### config.mk
export PLATFORM = sky130hd
export DESIGN_NAME = seg7_scan_decoder
export DESIGN_NICKNAME = d
export VERILOG_FILES = /design/src/rtl/seg7_pkg.sv /design/src/rtl/seg7_to_hex.sv /design/src/rtl/seg7_scan_decoder.sv
export SDC_FILE = /design/constraint.sdc
export NUM_CORES = 1
export LEC_CHECK = 0
export BUFFER_PORTS_ARGS = -buffer_cell sky130_fd_sc_hd__buf_2
export CORE_ASPECT_RATIO = 1.1
export CORE_MARGIN = 3
export CORE_UTILIZATION = 60
export CTS_CLUSTER_DIAMETER = 120
export CTS_CLUSTER_SIZE = 12
export DETAILED_ROUTE_END_ITERATION = 7
export PLACE_DENSITY = 0.91
export SLEW_MARGIN = 20
export SYNTH_ARGS = -nofsm -noshare
export SYNTH_HDL_FRONTEND = slang
export SYNTH_SLANG_ARGS = --single-unit
### constraint.sdc
create_clock -name clk -period 12 [get_ports clk]
set_input_delay 0 -clock clk [delete_from_list [all_inputs] [get_ports clk]]
set_output_delay 0 -clock clk [all_outputs]
set_load 0.02 [all_outputs]
### src/rtl/seg7_pkg.sv
// Shared definitions for the 7-segment scan readback monitor: segment code
// table (abcdefg, segment on = 1) and the scan FSM state type.
package seg7_pkg;

    localparam logic [6:0] SEG_HEX [16] = '{
        7'h7E, 7'h30, 7'h6D, 7'h79, 7'h33, 7'h5B, 7'h5F, 7'h70,
        7'h7F, 7'h7B, 7'h77, 7'h1F, 7'h4E, 7'h3D, 7'h4F, 7'h47
    };

    localparam logic [6:0] SEG_BLANK = 7'h00;

    typedef enum logic [1:0] {
        IDLE,
        SETTLE,
        SAMPLE,
        HOLD
    } scan_state_t;

endpackage

### src/rtl/seg7_to_hex.sv
// Combinational inverse of the hex-to-7-segment encoder: maps an active-high
// abcdefg pattern back to its nibble, flagging dark and unrecognised codes.
module seg7_to_hex
    import seg7_pkg::*;
(
    input  logic [6:0] seg_i,
    output logic [3:0] nibble_o,
    output logic       blank_o,
    output logic       illegal_o
);

    logic [15:0] hit;

    genvar gi;
    generate
        for (gi = 0; gi < 16; gi++) begin : g_hit
            assign hit[gi] = (seg_i == SEG_HEX[gi]);
        end
    endgenerate

    always_comb begin
        nibble_o  = 4'h0;
        blank_o   = (seg_i == SEG_BLANK);
        illegal_o = 1'b0;
        for (int i = 0; i < 16; i++) begin
            if (hit[i]) begin
                nibble_o = 4'(i);
            end
        end
        illegal_o = !blank_o && (hit == 16'h0000);
    end

endmodule

### src/rtl/seg7_scan_decoder.sv
// Passive readback monitor for a multiplexed 7-segment display: waits for each
// digit's pattern to settle, decodes it, and publishes one word per full scan.
module seg7_scan_decoder
    import seg7_pkg::*;
#(
    parameter int N_DIGITS       = 8,
    parameter int SETTLE_CYCLES  = 4,
    parameter bit SEG_ACTIVE_LOW = 1'b1
) (
    input  logic                    clk,
    input  logic                    rst_n,
    input  logic [6:0]              seg_in,
    input  logic [N_DIGITS-1:0]     an_in,
    output logic [4*N_DIGITS-1:0]   value_o,
    output logic [N_DIGITS-1:0]     blank_o,
    output logic                    frame_valid_o,
    output logic                    frame_err_o
);

    localparam int CNT_W  = $clog2(SETTLE_CYCLES + 1);
    localparam int SNAP_W = 7 + N_DIGITS;
    localparam logic [CNT_W-1:0] SETTLE_LAST = CNT_W'(SETTLE_CYCLES);
    // Synchronizers reset to the electrically inactive level of the bus.
    localparam logic [6:0]          SEG_OFF_RAW = SEG_ACTIVE_LOW ? 7'h7F : 7'h00;
    localparam logic [N_DIGITS-1:0] AN_OFF_RAW  = SEG_ACTIVE_LOW ? {N_DIGITS{1'b1}} : '0;

    logic [6:0]              seg_meta_q, seg_sync_q;
    logic [N_DIGITS-1:0]     an_meta_q, an_sync_q;
    logic [6:0]              seg_on;
    logic [N_DIGITS-1:0]     an_on;
    logic [SNAP_W-1:0]       cur;

    scan_state_t             state_q, state_d;
    logic [CNT_W-1:0]        cnt_q, cnt_d, cnt_inc;
    logic [SNAP_W-1:0]       snap_q, snap_d;
    logic                    sample_go;

    logic [4*N_DIGITS-1:0]   shadow_val_q, shadow_val_d;
    logic [N_DIGITS-1:0]     shadow_blank_q, shadow_blank_d;
    logic [N_DIGITS-1:0]     seen_q, seen_d;
    logic                    err_acc_q, err_acc_d;
    logic [4*N_DIGITS-1:0]   value_q, value_d;
    logic [N_DIGITS-1:0]     blank_q, blank_d;
    logic                    frame_valid_q, frame_valid_d;
    logic                    frame_err_q, frame_err_d;

    logic [6:0]              snap_seg;
    logic [N_DIGITS-1:0]     snap_an;
    logic                    snap_onehot;
    logic [3:0]              dec_nibble;
    logic                    dec_blank;
    logic                    dec_illegal;
    logic [N_DIGITS-1:0]     wr_en;
    logic                    frame_done;

    always_ff @(posedge clk or negedge rst_n) begin
        if (!rst_n) begin
            seg_meta_q <= SEG_OFF_RAW;
            seg_sync_q <= SEG_OFF_RAW;
            an_meta_q  <= AN_OFF_RAW;
            an_sync_q  <= AN_OFF_RAW;
        end else begin
            seg_meta_q <= seg_in;
            seg_sync_q <= seg_meta_q;
            an_meta_q  <= an_in;
            an_sync_q  <= an_meta_q;
        end
    end

    assign seg_on = SEG_ACTIVE_LOW ? ~seg_sync_q : seg_sync_q;
    assign an_on  = SEG_ACTIVE_LOW ? ~an_sync_q  : an_sync_q;
    assign cur    = {seg_on, an_on};

    assign snap_seg    = snap_q[SNAP_W-1 -: 7];
    assign snap_an     = snap_q[N_DIGITS-1:0];
    assign snap_onehot = $onehot(snap_an);
    assign cnt_inc     = cnt_q + CNT_W'(1);

    seg7_to_hex u_dec (
        .seg_i     (snap_seg),
        .nibble_o  (dec_nibble),
        .blank_o   (dec_blank),
        .illegal_o (dec_illegal)
    );

    // The count includes the cycle on which the snapshot was taken.
    always_comb begin
        state_d   = state_q;
        cnt_d     = cnt_q;
        snap_d    = snap_q;
        sample_go = 1'b0;
        case (state_q)
            IDLE: begin
                if (an_on != '0) begin
                    snap_d  = cur;
                    cnt_d   = CNT_W'(1);
                    state_d = (SETTLE_CYCLES <= 1) ? SAMPLE : SETTLE;
                end
            end
            SETTLE: begin
                if (an_on == '0) begin
                    state_d = IDLE;
                end else if (cur == snap_q) begin
                    cnt_d = cnt_inc;
                    if (cnt_inc >= SETTLE_LAST) begin
                        state_d = SAMPLE;
                    end
                end else begin
                    snap_d = cur;
                    cnt_d  = CNT_W'(1);
                end
            end
            SAMPLE: begin
                sample_go = 1'b1;
                state_d   = HOLD;
            end
            HOLD: begin
                if (cur != snap_q) begin
                    state_d = IDLE;
                end
            end
            default: state_d = IDLE;
        endcase
    end

    genvar gi;
    generate
        for (gi = 0; gi < N_DIGITS; gi++) begin : g_wr
            assign wr_en[gi] = sample_go && snap_onehot && snap_an[gi];
        end
    endgenerate

    assign frame_done = &seen_q;

    // Completion cannot coincide with a sample: SAMPLE is always followed by HOLD.
    always_comb begin
        shadow_val_d   = shadow_val_q;
        shadow_blank_d = shadow_blank_q;
        seen_d         = seen_q;
        err_acc_d      = err_acc_q;
        value_d        = value_q;
        blank_d        = blank_q;
        frame_valid_d  = frame_done;
        frame_err_d    = frame_err_q;

        if (frame_done) begin
            value_d     = shadow_val_q;
            blank_d     = shadow_blank_q;
            frame_err_d = err_acc_q;
            seen_d      = '0;
            err_acc_d   = 1'b0;
        end

        if (sample_go) begin
            if (!snap_onehot || dec_illegal) begin
                err_acc_d = 1'b1;
            end
            if (snap_onehot) begin
                seen_d = seen_q | snap_an;
            end
        end

        for (int i = 0; i < N_DIGITS; i++) begin
            if (wr_en[i]) begin
                shadow_val_d[i*4 +: 4] = dec_nibble;
                shadow_blank_d[i]      = dec_blank;
            end
        end
    end

    always_ff @(posedge clk or negedge rst_n) begin
        if (!rst_n) begin
            state_q        <= IDLE;
            cnt_q          <= '0;
            snap_q         <= '0;
            shadow_val_q   <= '0;
            shadow_blank_q <= '0;
            seen_q         <= '0;
            err_acc_q      <= 1'b0;
            value_q        <= '0;
            blank_q        <= '0;
            frame_valid_q  <= 1'b0;
            frame_err_q    <= 1'b0;
        end else begin
            state_q        <= state_d;
            cnt_q          <= cnt_d;
            snap_q         <= snap_d;
            shadow_val_q   <= shadow_val_d;
            shadow_blank_q <= shadow_blank_d;
            seen_q         <= seen_d;
            err_acc_q      <= err_acc_d;
            value_q        <= value_d;
            blank_q        <= blank_d;
            frame_valid_q  <= frame_valid_d;
            frame_err_q    <= frame_err_d;
        end
    end

    assign value_o       = value_q;
    assign blank_o       = blank_q;
    assign frame_valid_o = frame_valid_q;
    assign frame_err_o   = frame_err_q;

endmodule

# After elaboration in Yosys (flattened, before gate mapping)
# Cells that the tools add are included.
# totals
ff_bits,141
in_bits,17
output_inout_bits,42
word_cells,128
# op_classes
add_sub_neg,8
n_lt_le_gt_ge,1
n_eq_ne,28
mux,36
n_bitwise,3
n_reduce_logical,23
# ops
cell,count
$eq 7x7->1 const B,12
$mux 15,3
$mux 4,8
$pmux 15 s2,1
$mux 8,3
$eq 7x6->1 const B,3
$mux 3,7
$logic_not 16->1,1
$eq 15x15->1,1
$ne 15x15->1,1
$mux 2,7
$logic_and 1x1->1,10
$add 1x1->2,4
$logic_not 8->1,1
$ne 2x2->1 const B,4
$not 8->8,1
$or 8x8->8,1
$pmux 2 s4,1
$reduce_and 4->1,2
$reduce_and 8->1,1
$reduce_bool 8->1,1
$eq 7x5->1 const B,1
$logic_not 7->1,1
$not 7->7,1
15 further kinds,23

# Logic depth before layout (Yosys ltp)
# Gate-level depths: netlist of the first run.
# logic_depth
depth_word,16
ltp_mapped,15
mapped_depth_nobuf,13

# Hierarchy
# Synthesis of the first run repeated with hierarchy kept, for this count alone.
# hier_totals
cells_unflattened,406
hier_area_um2,5990.7
# modules_own_cells
module,n_inst,cells_each,area_per_inst_um2,seq_area_each_um2
seg7_scan_decoder,1,350,5542.8,3565.9
seg7_to_hex,1,56,447.9,0.0

# Least setup slack after synthesis of the first run
# No wires, ideal clock.
# synth_path
path_type,register to register
start,register snap_q[0]
end,register shadow_blank_q[2]
setup_ns,0.125
arrival_time_ns,3.717
t_required_ns,11.875
slack_ns,8.158
path_stages_with_launch,16
path_buffers,2
period_less_slack_ns,3.842
path_cell_list,dfrtp_1 > inv_1 > fa_1 > fa_1 > fa_1 > inv_1 > ha_1 > inv_1 > fa_1 > nor3b_1 > a22o_1 > and4_1 > clkbuf_1 > and2_1 > buf_2 > mux2_2
# synth_via
elab_chain_cells,6
# synth_lines
element,line_no,text
"start, declared",seg7_scan_decoder.sv:35,"logic [SNAP_W-1:0] snap_q, snap_d;"
"start signal, assigned",seg7_scan_decoder.sv:187,snap_q <= snap_d;
$add 1x1->2 (not written as such),seg7_scan_decoder.sv:76,assign snap_onehot = $onehot(snap_an);
$add 2x2->3 (not written as such),seg7_scan_decoder.sv:76,
$add 3x3->4 (not written as such),seg7_scan_decoder.sv:76,
$eq 4x1->1,seg7_scan_decoder.sv:76,
$logic_and 1x1->1 (2 in a row),seg7_scan_decoder.sv:129,assign wr_en[gi] = sample_go && snap_onehot && snap_an[gi];
"end signal, assigned",seg7_scan_decoder.sv:189,shadow_blank_q <= shadow_blank_d;
"end, declared",seg7_scan_decoder.sv:39,"logic [N_DIGITS-1:0] shadow_blank_q, shadow_blank_d;"
# Every way passes these cells.
# A chain may end at the register's enable or synchronous reset.

# Worst setup path in the final report of the first run
# layout_path
start,register snap_q[0]
end,register shadow_val_q[13]
# layout_via
elab_chain_cells,6
# layout_lines
element,line_no,text
$add 1x1->2 (not written as such),seg7_scan_decoder.sv:76,
$add 2x2->3 (not written as such),seg7_scan_decoder.sv:76,
$add 3x3->4 (not written as such),seg7_scan_decoder.sv:76,
$eq 4x1->1,seg7_scan_decoder.sv:76,
$logic_and 1x1->1 (2 in a row),seg7_scan_decoder.sv:129,
"end signal, assigned",seg7_scan_decoder.sv:188,shadow_val_q <= shadow_val_d;
"end, declared",seg7_scan_decoder.sv:38,"logic [4*N_DIGITS-1:0] shadow_val_q, shadow_val_d;"
# Every way passes these cells.

==> results.json, run 1 <==
{
  "status": "complete, but fails checks",
  "failed_checks": "hold timing",
  "dr_wl_met3_um": 457,
  "top_layer": "met4",
  "critPathCaptureType": "register",
  "gp_congestion": 0.958,
  "fin_util_pct": 75.6,
  "grt_max_degree": 85,
  "io_pins": 59,
  "port_buffers": 58,
  "critical_path.max_stage_delay_ns": 0.59,
  "cts_root_buf": "clkbuf_8",
  "num_antenna_cells": 0,
  "cp-start-kind": "register",
  "dieWidth_um": 99.5,
  "ys.warnings.count": 0,
  "routedWlPerCell_um": 19.2,
  "dp_hpwl_mm": 7.33,
  "grt-ovfl-total": 0,
  "cts_tree": "yes",
  "path_clk_slew_ns": 0.06,
  "cp_slowest_cell": "fa_1",
  "path_max_fanout": 9,
  "finalNonFillerCells": 607,
  "dpl.cell_count": 558,
  "detail-route-antenna-nets": 0,
  "synth_area_um2": 5770,
  "ff2ff_setup_slack_ns": 7.58,
  "synthArstFlopShare_pct": 100,
  "tightest_slew_ns": 1.14,
  "synth_cell_type_count": 49,
  "grt_setup_unrepaired": "no",
  "finalHoldViolCount": 1,
  "grt_pass1_vias": 3758,
  "worstPathArrival_ns": 4.83,
  "drt_wl_total_mm": 11.7,
  "cts_buffers": 17,
  "hold_class": "in -> async",
  "start_util_pct": 63.4,
  "cts_sinks": 141,
  "yosysMostFrequentCell": "dfrtp_1",
  "yosysTopAreaCellShare_pct": 48.1,
  "synth.largest_area_cell": "dfrtp_1",
  "required_ns": 12.40,
  "grtUsageTotal_pct": 23.3,
  "slew_violations": 0,
  "drc": 0,
  "total_power_mw": 1.07,
  "setup_viol": 0,
  "ff2ff_path_depth": 13,
  "seq_area_frac_synth_pct": 61.8,
  "leakagePower_nw": 3.58,
  "max_freq_mhz": 226,
  "die_area_um2": 10800,
  "yosys-top-cells-area": "dfrtp_1, mux2_2, dfstp_2",
  "synthTopCellsByCount": "dfrtp_1, mux2_2, dfstp_2",
  "antenna_found_initial": 0,
  "wl_met2_mm": 6.22,
  "viasPerCell": 5.79,
  "post_cts_buffers": 0,
  "synth-edff-count": 0,
  "path_cells": "inv_1, fa_1, fa_1, fa_1, inv_1, ha_1, inv_1, fa_1, nor3b_1, a22o_1, and4_1, and2_0, mux2_2",
  "die_height_um": 109,
  "ir_drop_mv": 0.141,
  "wl_met1_mm": 4.68,
  "core.rowCount": 36,
  "drv_cap": 0,
  "syn2layout_area_growth_pct": 19.1,
  "clk_path_buf_depth": 2,
  "syn_inst": 408,
  "dr.pass1.iters": 4,
  "path_common_cell": "fa_1",
  "skew_ns": 0.00847,
  "final.setup.tns_ns": 0,
  "r2r_start": "snap_q[0]",
  "grt_pass1_wl_mm": 19.1,
  "num_vias": 3517,
  "nets": 505,
  "critPathKind": "reg -> reg",
  "max_slew_margin_pct": 23.3,
  "synth_area_per_cell_um2": 14.1,
  "synth_fp_nets": 433,
  "synthFlopType": "dfrtp_1",
  "h-tree-depth": 4,
  "drive_above_1_share_pct": 42.8,
  "ys_seq_elements": 141,
  "fin_crit_sh_pct": 36.9,
  "finalCriticalPeriod_ns": 4.42,
  "insertion_delay_ns": 0.52,
  "drtIter0Drc": 234,
  "r2r-end": "shadow_val_q[13]",
  "fp.coreArea_um2": 9100,
  "power.density_nw_per_um2": 155,
  "hold_slack_ns": -0.00475
}
## power by group
part / internal, mW / leakage [nW] / switching [mW] / total, mW
combinational: 0.0203 / 1.46 / 0.0305 / 0.0507
clock: 0.304 / 0.294 / 0.216 / 0.520
sequential: 0.487 / 1.82 / 0.00911 / 0.496
total: 0.812 / 3.58 / 0.255 / 1.07
## sequential cells by signal, indices dropped and copies added, names as in the netlist, 3 cells and up, named ones only
name            count
an_meta_q           8
snap_q             15
seg_meta_q          7
shadow_val_q       32
shadow_blank_q      8
cnt_q               3
seen_q              8
an_sync_q           8
blank_o             8
value_o            32
seg_sync_q          7
## worst max-delay path: cells and delay by family, from the launching register on
family | cells | cell delay [ns]
multiplexers | 1 | 0.41
adder cells (fa/ha/maj) | 5 | 2.02
buffers and inverters | 3 | 0.23
AO/OA/AOI/OAI | 1 | 0.19
flip-flops | 1 | 0.41
AND/OR/NAND/NOR | 3 | 1.05
## layer usage
metal / track usage (%) / vias up
met4: 11.7 / 0
li1: - / 1571
met1: 27.3 / 1804
met2: 40.3 / 119
met5: 0 / -
met3: 5.76 / 23
## kinds of logic after synthesis
group	after synthesis	synth area share (%)
AO/OA/AOI/OAI	41	5.33
flip-flops	141	61.8
AND/OR/NAND/NOR	64	6.57
multiplexers	94	18.1
adder cells (fa/ha/maj)	8	2.26
buffers and inverters	44	3.56
XOR/XNOR	16	2.43
## per-stage QoR
| stage | worst slack, ns | cell area, µm² |
|---|---|---|
| global placement | 7.91 | 6100 |
| detailed placement | 7.66 | 6100 |
| finish | 7.58 | 6870 |
| global route | 7.36 | 6870 |
| floorplan | 8.16 | 5770 |
| CTS | 7.58 | 6850 |
## cell type report
type                       count  area, µm²
tap                          114        143
timing repair buffer          77        492
clock buffer                  17        414
multi-input combinational    223       2010
clock inverter                15        178
fill                         533       2220
sequential                   141       3570
inverter                      20       75.1
## placed cells by master (no fill, tap or decap), types with 3 or more instances in the layout
cell type,instances
mux2i_1,13
nor2_1,5
mux2_2,81
dlygate4sd3_1,16
a22o_1,3
a41o_1,3
nand2b_1,6
clkinv_4,3
dfrtp_1,111
and2_0,6
clkbuf_16,16
inv_1,20
nand3_1,6
buf_2,57
o31ai_1,4
a21o_1,9
nand4_1,7
nand2_1,12
dfstp_2,30
nor4_1,3
nor2b_1,3
o21ai_0,7
fa_1,4
xor2_1,16
inv_6,6
ha_1,4
inv_8,3
## timing repair
action | 4_1_cts | 5_1_grt
hold buffers | 16 | 0
hold endpoints to repair | 72 | 0
gates resized for setup | 0 | 0
## how the worst max path moves through the flow
stage                              to      start  slack, ns
floorplan           shadow_blank_q[2]  snap_q[0]       8.16
global placement      shadow_val_q[0]  snap_q[0]       7.91
detailed placement    shadow_val_q[1]  snap_q[0]       7.66
CTS                  shadow_val_q[13]  snap_q[0]       7.58
global route         shadow_val_q[13]  snap_q[0]       7.36
finish               shadow_val_q[13]  snap_q[0]       7.58
(Power assumes the default switching activity.)
==> inputs of run 2 (changes only) <==
Settings changed: CORE_UTILIZATION 60 to 58, PLACE_DENSITY 0.91 to 0.89.
Clock period 12 ns to 4.31 ns, I/O delays scaled along.
==> results.json, run 2 (synthesis results as in run 1) <==
{
  "cts_tree": "yes",
  "hold_class": "in -> reg",
  "skew_ns": 0.00808,
  "multi_input_area_um2": 2020,
  "fin_crit_sh_pct": 95.3,
  "slew_violations": 0,
  "total_power_mw": 2.83,
  "drc": 0,
  "path_clk_slew_ns": 0.06,
  "finalHoldViolCount": 0,
  "leakagePower_nw": 3.55,
  "worst_slack_ns": 0.202,
  "cts_buffers": 17,
  "path_cells": "inv_1, fa_1, fa_1, fa_1, inv_1, ha_1, inv_1, fa_1, nor3b_1, a22o_1, and4_2, and2_0, buf_4, mux2_2",
  "fp.coreArea_um2": 9540,
  "core.rowCount": 37,
  "place_area_um2": 6120,
  "seq_area_um2": 3570,
  "dieWidth_um": 101,
  "mostFrequentLayoutCells": "dfrtp_1, mux2_2, buf_2",
  "clk_path_buf_depth": 2,
  "start_util_pct": 60.5,
  "drv_cap": 0,
  "routedWlPerCell_um": 17.8,
  "critPathKind": "reg -> reg",
  "status": "finished, final reports clean",
  "grtUsageTotal_pct": 21.3,
  "ir_drop_mv": 0.252,
  "cts_sinks": 141,
  "fill_cells": 608,
  "die_area_um2": 11200,
  "stdcell_area_um2": 6830,
  "dp_hpwl_mm": 6.98,
  "detail-route-antenna-nets": 0,
  "dr.pass1.iters": 4,
  "path_common_cell": "fa_1",
  "antenna_found_initial": 0,
  "viasPerCell": 5.69,
  "syn2layout_area_growth_pct": 18.3,
  "cts_root_buf": "clkbuf_8",
  "final.setup.tns_ns": 0,
  "critPathCaptureType": "register",
  "io_pins": 59,
  "num_antenna_cells": 0,
  "cp-start-kind": "register",
  "finalCriticalPeriod_ns": 4.11,
  "nets": 506,
  "worstPathArrival_ns": 4.50,
  "power.density_nw_per_um2": 414,
  "drtIter0Drc": 309,
  "dpl_worst_slack_ns": 0.0561,
  "num_vias": 3474,
  "grt_pass1_wl_mm": 18.3,
  "final_common_cell": "dfrtp_1",
  "grt_setup_unrepaired": "no",
  "required_ns": 4.70,
  "gp_congestion": 0.944,
  "max_slew_margin_pct": 33.1,
  "max_freq_mhz": 243,
  "critical_path.max_stage_delay_ns": 0.55,
  "grt-ovfl-total": 0,
  "drt_wl_total_mm": 10.9,
  "insertion_delay_ns": 0.51,
  "cp_slowest_cell": "fa_1",
  "drive_above_1_share_pct": 44.3,
  "setup_viol": 0,
  "tightest_slew_ns": 1.00,
  "h-tree-depth": 4,
  "path_max_fanout": 9,
  "grt_max_degree": 97,
  "die_height_um": 111,
  "grt_pass1_vias": 3726,
  "port_buffers": 58
}
-- run 2: changes by cell type in the layout (fill, tap and decap cells not counted), sizes merged --
cell and delta:
inv -7, bufinv -1, buf +1, clkinv +3, clkinvlp +4, clkbuf +1
-- run 2: what timing repair did --
action,in CTS,in global routing
setup buffers,0,0
resized for setup,3,10
setup endpoints to repair,8,37
hold buffers,16,0
endpoints found under the hold margin,93,0
-- run 2: through the flow --
step | hold slack, ns | utilization, % | cells
final | 0.125 | 71.6 | 611
after global routing | 0.116 | 71.6 | 611
after CTS | 0.0981 | 71.5 | 611
after detailed placement | 0.106 | 64.2 | 563
after global placement | 0.105 | 64.2 | 563
after floorplan | -0.296 | - | 408
-- run 2: worst max-delay path: cells and delay by family (launching register included) --
family,cells,cell delay (ns)
muxes,1,0.34
buffers and inverters,4,0.41
adders and majority gates,5,2.01
DFF,1,0.39
AOI/OAI and AO/OA,1,0.17
and+or+nand+nor,3,0.69
-- run 2: worst paths after layout --
check	start	end	slack (ns)	depth (start not counted)
setup / recovery	snap_q[0]	shadow_val_q[26]	0.20	14
hold / removal	an_in[0]	an_meta_q[0]	0.12	2
setup reg to reg	snap_q[0]	shadow_val_q[26]	0.20	14
hold reg to reg	an_meta_q[1]	an_sync_q[1]	0.35	0
max in group asynchronous	rst_n	shadow_val_q[0]	3.12	3
min in group asynchronous	rst_n	snap_q[11]	0.14	2
-- run 2: where the power goes --
| part | switching (mW) | internal (mW) |
|---|---|---|
| logic | 0.0832 | 0.0560 |
| clock network | 0.546 | 0.763 |
| registers | 0.0253 | 1.36 |
| total | 0.654 | 2.18 |
-- run 2: metal layers --
metal  part of all wire (%)  track usage, %  up-vias
met2                     54            35.5       96
met3                    3.6            5.69       19
li1                       -               -     1575
met4                    1.6            8.51        0
met1                     41            26.0     1784
met5                      0               0        -
-- run 2: area by class of cell --
| cell class | count | area share [%] |
|---|---|---|
| Clock inverter | 14 | 1.76 |
| Sequential cell | 141 | 52.2 |
| Timing Repair Buffer | 78 | 7.13 |
| Tap cell | 117 | 2.14 |
| Multi-Input combinational cell | 223 | 29.5 |
| Inverter | 20 | 1.10 |
| Clock buffer | 18 | 6.12 |
==> inputs of run 3 (changes only) <==
Settings changed: CORE_MARGIN 3 to unset, SKIP_CTS_REPAIR_TIMING set to 1.
==> results.json, run 3 (synthesis results as in run 1) <==
{
  "status": "finished, final reports clean",
  "path_max_fanout": 9,
  "routedWlPerCell_um": 17.9,
  "drc": 0,
  "die_height_um": 107,
  "dr.pass1.iters": 4,
  "insertion_delay_ns": 0.53,
  "ff2ff_setup_slack_ns": 0.20,
  "worst_slack_ns": 0.201,
  "grt_pass1_vias": 3615,
  "num_antenna_cells": 0,
  "cts_sinks": 141,
  "dpl_worst_slack_ns": 0.0350,
  "final_common_cell": "dfrtp_1",
  "detail-route-antenna-nets": 0,
  "gp_congestion": 0.876,
  "io_pins": 59,
  "total_power_mw": 2.92,
  "drtIter0Drc": 143,
  "critPathKind": "reg -> reg",
  "grt-ovfl-total": 0,
  "cp-start-kind": "register",
  "fp.coreArea_um2": 9490,
  "grtUsageMet2_pct": 37.6,
  "cts_buffers": 17,
  "num_vias": 3440,
  "grt_busiest_layer": "met2",
  "dieWidth_um": 97.1,
  "dp_hpwl_mm": 7.07,
  "grt_use_met1_pct": 28.2,
  "setup_viol": 0,
  "grtUsageTotal_pct": 23.0,
  "antenna_found_initial": 0,
  "critPathCaptureType": "register",
  "slew_violations": 0,
  "syn2layout_area_growth_pct": 19.2,
  "power.density_nw_per_um2": 424,
  "skew_ns": 0.00907,
  "worstPathArrival_ns": 4.53,
  "core.rowCount": 37,
  "drive_above_1_share_pct": 44.5,
  "drv_cap": 0,
  "grt_max_degree": 88,
  "path_clk_slew_ns": 0.07,
  "tightest_slew_ns": 1.04,
  "finalHoldViolCount": 0,
  "port_buffers": 58,
  "max_slew_margin_pct": 30.2,
  "required_ns": 4.73,
  "clk_path_buf_depth": 2,
  "grt_setup_unrepaired": "no",
  "cts_root_buf": "clkbuf_8",
  "finalCriticalPeriod_ns": 4.11,
  "nets": 506,
  "grtUsageMet3_pct": 6.06,
  "h-tree-depth": 4,
  "cts_tree": "yes",
  "grt_pass1_wl_mm": 17.9,
  "mostFrequentLayoutCells": "dfrtp_1, mux2_2, buf_2",
  "drt_wl_total_mm": 10.9,
  "ir_drop_mv": 0.299,
  "hold_class": "in -> reg",
  "start_util_pct": 60.8,
  "die_area_um2": 10400,
  "fin_crit_sh_pct": 95.3,
  "leakagePower_nw": 3.59,
  "viasPerCell": 5.63,
  "max_freq_mhz": 243
}
[run 3: cell count changes in the layout (fill, tap and decap cells not counted), sizes merged]
cell      change
inv           +2
bufinv        -1
clkinvlp      -4
clkbuf        +3
[run 3: final cells by class]
class | count | area, µm²
multi-input cells | 223 | 2020
well taps | 117 | 146
inverters | 20 | 75.1
clock buffers | 21 | 492
clock inverters | 11 | 95.1
fillers | 594 | 2610
flip-flops and latches | 141 | 3570
repair buffers | 78 | 487
[run 3: critical path: stages (launching register included)]
cell,delay (ns)
dfrtp_1,0.39
inv_1,0.10
fa_1,0.56
fa_1,0.44
fa_1,0.45
inv_1,0.07
ha_1,0.16
inv_1,0.06
fa_1,0.39
nor3b_1,0.22
a22o_1,0.18
and4_2,0.32
and2_0,0.14
buf_4,0.16
mux2_2,0.34
[run 3: power breakdown]
group          leakage (nW)  total [mW]  switching (mW)  internal [mW]
sequential             1.82        1.38          0.0260           1.36
combinational          1.47       0.139          0.0834         0.0559
clock                 0.292        1.39           0.573          0.821
total                  3.59        2.92           0.682           2.23
[run 3: path summary, 6_finish.rpt]
check,startpoint,end,cells past startpoint
min in group asynchronous,rst_n,snap_q[11],2
max in group asynchronous,rst_n,value_o[4],3
min,an_in[0],an_meta_q[0],2
min reg2reg,seg_meta_q[2],seg_sync_q[2],0
max reg2reg,snap_q[0],shadow_blank_q[6],14
max,snap_q[0],shadow_blank_q[6],14
[run 3: per-layer routing]
layer / part of all wire (%) / wire length, µm
met5: 0 / 0
met4: 3.2 / 352
met3: 3.3 / 358
met2: 52 / 5630
met1: 42 / 4580
[run 3: per-stage QoR]
step                      util (%)  std cells  instance area [µm²]  hold WS (ns)  TNS (ns)
final                         72.5        611                 6880        0.0944         0
after detailed placement      64.5        563                 6120         0.103         0
after global placement        64.5        563                 6120        0.0961         0
after global routing          72.5        611                 6880        0.0867         0
after floorplan                  -        408                 5770        -0.296         0
after CTS                     70.7        595                 6710        -0.467   -0.0566
